File: config.mk
export PLATFORM = sky130hd
export DESIGN_NAME = var_delay_line
export DESIGN_NICKNAME = d
export VERILOG_FILES = /design/src/rtl/var_delay_pkg.sv /design/src/rtl/var_delay_line_sdp_ram.sv /design/src/rtl/var_delay_line.sv
export SDC_FILE = /design/constraint.sdc
export NUM_CORES = 2
export LEC_CHECK = 0
export BUFFER_PORTS_ARGS = -buffer_cell sky130_fd_sc_hd__buf_4
export CAP_MARGIN = 10
export CORE_ASPECT_RATIO = 1.2
export CORE_MARGIN = 3
export CORE_UTILIZATION = 30
export CTS_CLUSTER_DIAMETER = 200
export DETAILED_ROUTE_END_ITERATION = 6
export GPL_ROUTABILITY_DRIVEN = 0
export PLACE_DENSITY = 0.45
export SLEW_MARGIN = 40
export SYNTH_ARGS = -nofsm -noshare
export SYNTH_HDL_FRONTEND = slang
export SYNTH_SLANG_ARGS = --single-unit
File: constraint.sdc
create_clock -name clk -period 3.1 [get_ports clk]
set_input_delay 0.465 -clock clk [delete_from_list [all_inputs] [get_ports clk]]
set_output_delay 0.465 -clock clk [all_outputs]
set_load 0.05 [all_outputs]
File: src/rtl/var_delay_pkg.sv
// var_delay_pkg: shared FSM state type, delay limit and clamp helper for var_delay_line
package var_delay_pkg;

    typedef enum logic [0:0] {FILL, RUN} state_t;

    localparam int DEF_ADDR_WIDTH = 8;
    localparam logic [31:0] MAX_DELAY = 32'(2**DEF_ADDR_WIDTH - 1);

    function automatic logic [31:0] clamp_delay(input logic [31:0] d, input logic [31:0] max_d);
        return (d > max_d) ? max_d : d;
    endfunction

endpackage

File: src/rtl/var_delay_line_sdp_ram.sv
// sdp_ram: simple dual-port RAM, one synchronous write port, one asynchronous read port
module sdp_ram #(
    parameter int DATA_WIDTH = 12,
    parameter int ADDR_WIDTH = 8
) (
    input  logic                  clk,
    input  logic                  we,
    input  logic [ADDR_WIDTH-1:0] waddr,
    input  logic [DATA_WIDTH-1:0] wdata,
    input  logic [ADDR_WIDTH-1:0] raddr,
    output logic [DATA_WIDTH-1:0] rdata
);

    logic [DATA_WIDTH-1:0] mem [2**ADDR_WIDTH];

    always_ff @(posedge clk)
        if (we) mem[waddr] <= wdata;

    assign rdata = mem[raddr];

endmodule

File: src/rtl/var_delay_line.sv
// var_delay_line: runtime-programmable sample-count delay line over a circular buffer
module var_delay_line
    import var_delay_pkg::*;
#(
    parameter int DATA_WIDTH    = 12,
    parameter int ADDR_WIDTH    = DEF_ADDR_WIDTH,
    parameter int DEFAULT_DELAY = 8
) (
    input  logic                         clk,
    input  logic                         rst,
    input  logic                         cfg_load,
    input  logic [ADDR_WIDTH-1:0]        delay_cfg,
    input  logic                         in_valid,
    input  logic signed [DATA_WIDTH-1:0] data_in,
    output logic                         out_valid,
    output logic signed [DATA_WIDTH-1:0] data_out,
    output logic                         busy,
    output logic [ADDR_WIDTH-1:0]        cur_delay
);

    localparam logic [31:0]           MAXD      = 32'(2**ADDR_WIDTH - 1);
    localparam logic [ADDR_WIDTH-1:0] DEF_D     = ADDR_WIDTH'(DEFAULT_DELAY);
    localparam logic [ADDR_WIDTH-1:0] ONE       = ADDR_WIDTH'(1);
    localparam state_t                RST_STATE = (DEFAULT_DELAY == 0) ? RUN : FILL;

    state_t                  state, eff_state;
    logic [ADDR_WIDTH-1:0]   wr_ptr, fill_cnt, new_delay, eff_delay, eff_fill, rd_addr;
    logic [DATA_WIDTH-1:0]   rd_data;

    // A load takes effect on the sample arriving in the same cycle
    always_comb begin
        new_delay = ADDR_WIDTH'(clamp_delay(32'(delay_cfg), MAXD));
        eff_delay = cfg_load ? new_delay : cur_delay;
        eff_fill  = cfg_load ? '0 : fill_cnt;
        eff_state = cfg_load ? ((new_delay == '0) ? RUN : FILL) : state;
        rd_addr   = wr_ptr - cur_delay;
    end

    sdp_ram #(
        .DATA_WIDTH(DATA_WIDTH),
        .ADDR_WIDTH(ADDR_WIDTH)
    ) u_ram (
        .clk  (clk),
        .we   (in_valid),
        .waddr(wr_ptr),
        .wdata(data_in),
        .raddr(rd_addr),
        .rdata(rd_data)
    );

    always_ff @(posedge clk or posedge rst) begin
        if (rst) begin
            state     <= RST_STATE;
            cur_delay <= DEF_D;
            wr_ptr    <= '0;
            fill_cnt  <= '0;
            out_valid <= 1'b0;
            data_out  <= '0;
        end else begin
            cur_delay <= eff_delay;
            out_valid <= in_valid;
            state     <= eff_state;
            fill_cnt  <= eff_fill;
            if (in_valid) begin
                wr_ptr   <= wr_ptr + ONE;
                // zero delay bypasses the RAM since its read precedes the write
                data_out <= (eff_state == FILL) ? '0 :
                            (eff_delay == '0) ? data_in : $signed(rd_data);
                if (eff_state == FILL) begin
                    state    <= (eff_fill == eff_delay - ONE) ? RUN : FILL;
                    fill_cnt <= (&eff_fill) ? eff_fill : eff_fill + ONE;
                end
            end
        end
    end

    assign busy = (state == FILL);

endmodule

* After elaboration in Yosys (flattened, before gate mapping) *
Memories as Yosys holds them, arrays and structs flattened.
Index checks and enable logic that the tools add are counted.

storage, ports and cells
  flip-flop bits (word level) = 38
  bits in writable memories = 3,072
  bits of input ports = 24
  output and inout bits = 22
  memories kept = 1

operators by class
  add/subtract/negate cells = 4
  eq/ne operators = 1
  muxes and demuxes = 14
  bitwise logic cells = 1
  reductions and logical operators = 3

memories
  name       words  width  read ports  clocked after memory_dff  wr ports  line                          RTL
  u_ram.mem  256    12     1           0                         1         var_delay_line_sdp_ram.sv:14  logic [DATA_WIDTH-1:0] mem [2**ADDR_WIDTH];

operators by type and width
  cell                                               number
  two-way mux 8 bit                                  5
  two-way mux 12 bit                                 2
  adder 8 x 1 -> 8 bit (second input constant)       2
  logical NOT 8 bit                                  2
  == test 8 bit                                      1
  AND reduction 8 bit                                1
  subtractor 8 x 1 -> 8 bit (second input constant)  1
  subtractor 8 bit                                   1
  two-way mux 1 bit                                  7
  inverter 1 bit                                     1

* Logic depth before layout (Yosys ltp) *
  depth after elaboration = 6
  depth in mapped cells = 16

* Modules after synthesis *
A second synthesis with hierarchy kept.

unflattened totals
  cells, all modules = 5,742
  area total of the unflattened synthesis = 120,819.6 um^2

modules (own cells, without submodules)
  module          times used  cells an instance  area each (um^2)  seq. area each (um^2)
  sdp_ram         1           5,494              118,392.3         92,248.5
  var_delay_line  1           248                2,427.3           952.2

* Least setup slack after synthesis *
OpenSTA, ideal clock, no wires.

  path type = flip-flop to flip-flop
  start = register cur_delay[0]
  end = register data_out[0]
  setup time = 136 ps
  arrival = 3,502 ps
  setup slack = -537 ps
  stages on the path, launching flop included = 12
  buffers on the path = 3
  path through = dfrtp_1 ha_1 fa_1 buf_2 clkbuf_1 clkbuf_1 mux4_2 mux4_2 mux2i_1 o32ai_1 o31ai_1 o211ai_1

between the ends
  longest elaborated chain between the ends = 4
  elaborated cells on any way between the ends = 6
  classes of those cells = add/sub: 1; mux: 3; reduce/logical: 1; memory: 1

ends and longest elaborated chain
  element                                                                 line                                        RTL
  start: declaration                                                      var_delay_line.sv:18                        output logic [ADDR_WIDTH-1:0] cur_delay
  start signal: assignment                                                var_delay_line.sv:60                        cur_delay <= eff_delay;
  subtractor 8 bit / two-way mux 8 bit (equally long branches)            var_delay_line.sv:36, var_delay_line.sv:33
  memory read (256 x 12 bit) / logical NOT 8 bit (equally long branches)  --
  two-way mux 12 bit (*)                                                  var_delay_line.sv:68                        (eff_delay == '0) ? data_in : $signed(rd_data);
  two-way mux 12 bit (*)                                                  var_delay_line.sv:67                        data_out <= (eff_state == FILL) ? '0 :
  end signal: assignment                                                  var_delay_line.sv:67
  end: declaration                                                        var_delay_line.sv:16                        output logic signed [DATA_WIDTH-1:0] data_out,

Every way passes the cells marked *; elsewhere a longest branch is shown, timed or not.
A chain may end at the register's enable or synchronous reset.

* Final worst setup path *
  start = register wr_ptr[0]
  end = register data_out[6]

between the ends
  longest elaborated chain between the ends = 4

ends and longest elaborated chain
  element                     line                  RTL
  start: declaration          var_delay_line.sv:27  logic [ADDR_WIDTH-1:0] wr_ptr, fill_cnt, new_delay, eff_delay, eff_fill, rd_addr;
  start signal: assignment    var_delay_line.sv:65  wr_ptr <= wr_ptr + ONE;
  subtractor 8 bit            var_delay_line.sv:36  rd_addr = wr_ptr - cur_delay;
  memory read (256 x 12 bit)  --
  two-way mux 12 bit          var_delay_line.sv:68
  two-way mux 12 bit          var_delay_line.sv:67

Every way passes these cells.

==> impl_metrics.ini <==
[worst_setup_path]
slowest_stage = fa_4
cp_slowest_stage_delay_ps = 790
end_kind = flop
worstSetupStartpoint = wr_ptr[0]
critPathLaunchType = flop
r2r-start = wr_ptr[0]
required_ps = 3870
arrival_ps = 4800
path_class = flop to flop
crit_path_max_fanout = 19
crit_chain = inv_2 > ha_4 > fa_4 > buf_12 > buf_12 > buf_6 > mux4_2 > mux4_2 > mux2i_4 > buf_4 > o22ai_1 > o21ai_4 > buf_4 > o311ai_1

[cts]
cts_root_buf = clkbuf_16
cts_tree = done
clockBufferDepth = 4
htreeDepth = 5
clock_latency_ps = 900
cts_buffers = 326
clk_pin_slew_ps = 60
cts.sinks = 3110

[final_layout]
fin_area_um2 = 146000
drive_above_1_share_pct = 35.3
final_nets = 6435
areaGrowthSynthToFinish_pct = 21.4

[synthesis]
syn_area_per_cell_um2 = 22.2
synth_async_sr_flop_share_pct = 1.22
syn_area_um2 = 120000
synth-main-ff-cell = edfxtp_1
yosys.area.top_type = edfxtp_1
syn-num-nets = 5473
ys_top_cells_by_area = edfxtp_1 (77%), mux4_2 (16%), nand2_1 (0.93%)
synth_top_area_share_pct = 76.6
synth_seq_area_share_pct = 77.4
synth_warnings = 0
syn_inst = 5435
synth_edf_count = 3072
ys_types = 60
ys_ff_latch = 3110

[place]
dpl-instance-area_um2 = 134000
portBuffers = 45
dp_hpwl_um = 225000

[drt]
routed_wl_um = 351000
first_iter_violations = 5336
firstDrtPassIters = 5
ant_nets = 0
vias = 58700
routedWlPerCell_um = 29.5
drc = 0
drt-vias-per-instance = 4.93

[power_and_ir_drop]
ir_drop_mv = 0.837
power_uw = 159000
p_per_area_nw_per_um2 = 1090
leakage_uw = 0.0467

[job]
maxCapViolCount = 0

[die]
ios = 46
die_height_um = 700
num_rows = 254
start_util_pct = 30.2
fp.dieW_um = 584
coreArea_um2 = 399000
dieArea_um2 = 409000

[global_routing]
grt_max_degree = 106
track_usage_pct = 17.0
overflow = 0
grt_pass1_vias = 62100
antenna_found_initial = 23
grt_pass1_wl_um = 494000

[timing]
fin_ws_ps = -933
period_share_pct = 130
rsz0062_at_grt = true
slew_violations = 0
finalSetupViolCount = 12
slew_headroom_pct = 36.7
max_clock_freq_mhz = 248
holdWs_ps = 64.3
hold_viol_final = 0
worst_pin_slew_ps = 950
fin_crit_ps = 4030
worst_clock_skew_ps = 55.5

[status]
outcome = finished with violations
violations = negative setup slack

[hold_path]
hp-start = data_in[8]
hold_class = primary input to flop
## Yosys cell counts (all sizes together) (11+ instances only)
| cell type | number |
|---|---|
| xnor2 | 18 |
| nand4 | 31 |
| nor2b | 16 |
| o21ai | 32 |
| inv | 22 |
| nor2 | 286 |
| edfxtp | 3072 |
| nand2 | 299 |
| clkbuf | 158 |
| mux2i | 109 |
| buf | 149 |
| a311oi | 12 |
| and3 | 15 |
| a21oi | 19 |
| nand3 | 100 |
| dfrtp | 37 |
| o22ai | 40 |
| ha | 13 |
| mux4 | 868 |
| a22oi | 12 |
| a32o | 11 |
## power by group
| group | switching [uW] | internal [uW] |
|---|---|---|
| clock network | 16500 | 21800 |
| registers | 139 | 46600 |
| logic | 39300 | 35100 |
| total | 55900 | 104000 |
## through the flow
stage | util (%) | setup slack [ps] | TNS (ps) | std cells
2_1_floorplan | - | -131 | -311 | 5435
3_3_place_gp | 33.6 | -1720 | -17580 | 11300
3_5_place_dp | 33.6 | -1660 | -16170 | 11300
4_1_cts | 36.5 | -1030 | -11860 | 11900
5_1_grt | 36.6 | -965 | -11070 | 11900
6_report | 36.6 | -933 | -10290 | 11900
## layout by cell type (no fill, tap or decap), types with 31 or more instances in the layout
| master | instances |
|---|---|
| clkinv_1 | 73 |
| nand3_1 | 99 |
| nor2_1 | 285 |
| clkinv_2 | 58 |
| edfxtp_1 | 3072 |
| nand4_1 | 31 |
| clkbuf_16 | 337 |
| mux4_2 | 868 |
| mux2i_1 | 95 |
| buf_4 | 732 |
| buf_12 | 128 |
| nand2_1 | 280 |
| dfrtp_1 | 33 |
| clkbuf_1 | 60 |
## layout make-up
cell class	count	area, um^2
Timing Repair Buffer	941	9470
Fill cell	36500	253000
Antenna cell	10	25.0
Tap cell	5248	6570
Clock inverter	188	1670
Sequential cell	3110	93200
Clock buffer	395	8600
Inverter	23	86.3
Multi-Input combinational cell	1995	26500
## registers in the layout, indices dropped and copies added, names as in the netlist
name and cells:
u_ram.mem 3072, wr_ptr 8, cur_delay 8, state 1, data_out 12, fill_cnt 8
out_valid 1
## path summary, 6_finish.rpt
check                             endpoint  slack (ps)  depth (start not counted)
min reg2reg                      wr_ptr[3]         580                          2
min in group asynchronous     cur_delay[5]         260                          3
max reg2reg                    data_out[6]        -930                         14
max                            data_out[6]        -930                         14
max in group asynchronous     data_out[11]        2100                          4
min                        u_ram.mem[3][8]          60                          1
## critical path, delay by kind of cell (launching register included)
kind	cells	cell delay, ps
AOI/OAI and AO/OA	3	530
muxes	3	1090
adders and majority gates	2	950
buffers and inverters	6	930
DFF	1	370
## kinds of logic (layout without fill, tap and decap cells)
family | after synthesis | in the layout | share of synthesized area, %
AND/OR/NAND/NOR | 787 | 787 | 2.77
AO/OA/AOI/OAI | 183 | 183 | 1.08
flip-flops | 3110 | 3110 | 77.4
adder cells (fa/ha/maj) | 14 | 14 | 0.152
XOR/XNOR | 28 | 28 | 0.210
other | 0 | 10 | 0
buffers and inverters | 330 | 1547 | 1.19
multiplexers | 983 | 983 | 17.2
## repair_timing
item                                    CTS  global route
pin swaps                                18            15
gates resized for setup                 133            22
setup buffers                            16            10
hold buffers                             18             1
endpoints found under the setup margin   12            12
gates cloned                             10             3
endpoints found under the hold margin   288            18
## per-layer routing
layer  track usage, %  share of wire (%)
met5                0             0.0083
met4             4.33                2.6
met3             2.33                4.3
met2             29.6                 51
met1             22.2                 42
Power figures use the tool's default switching activity.
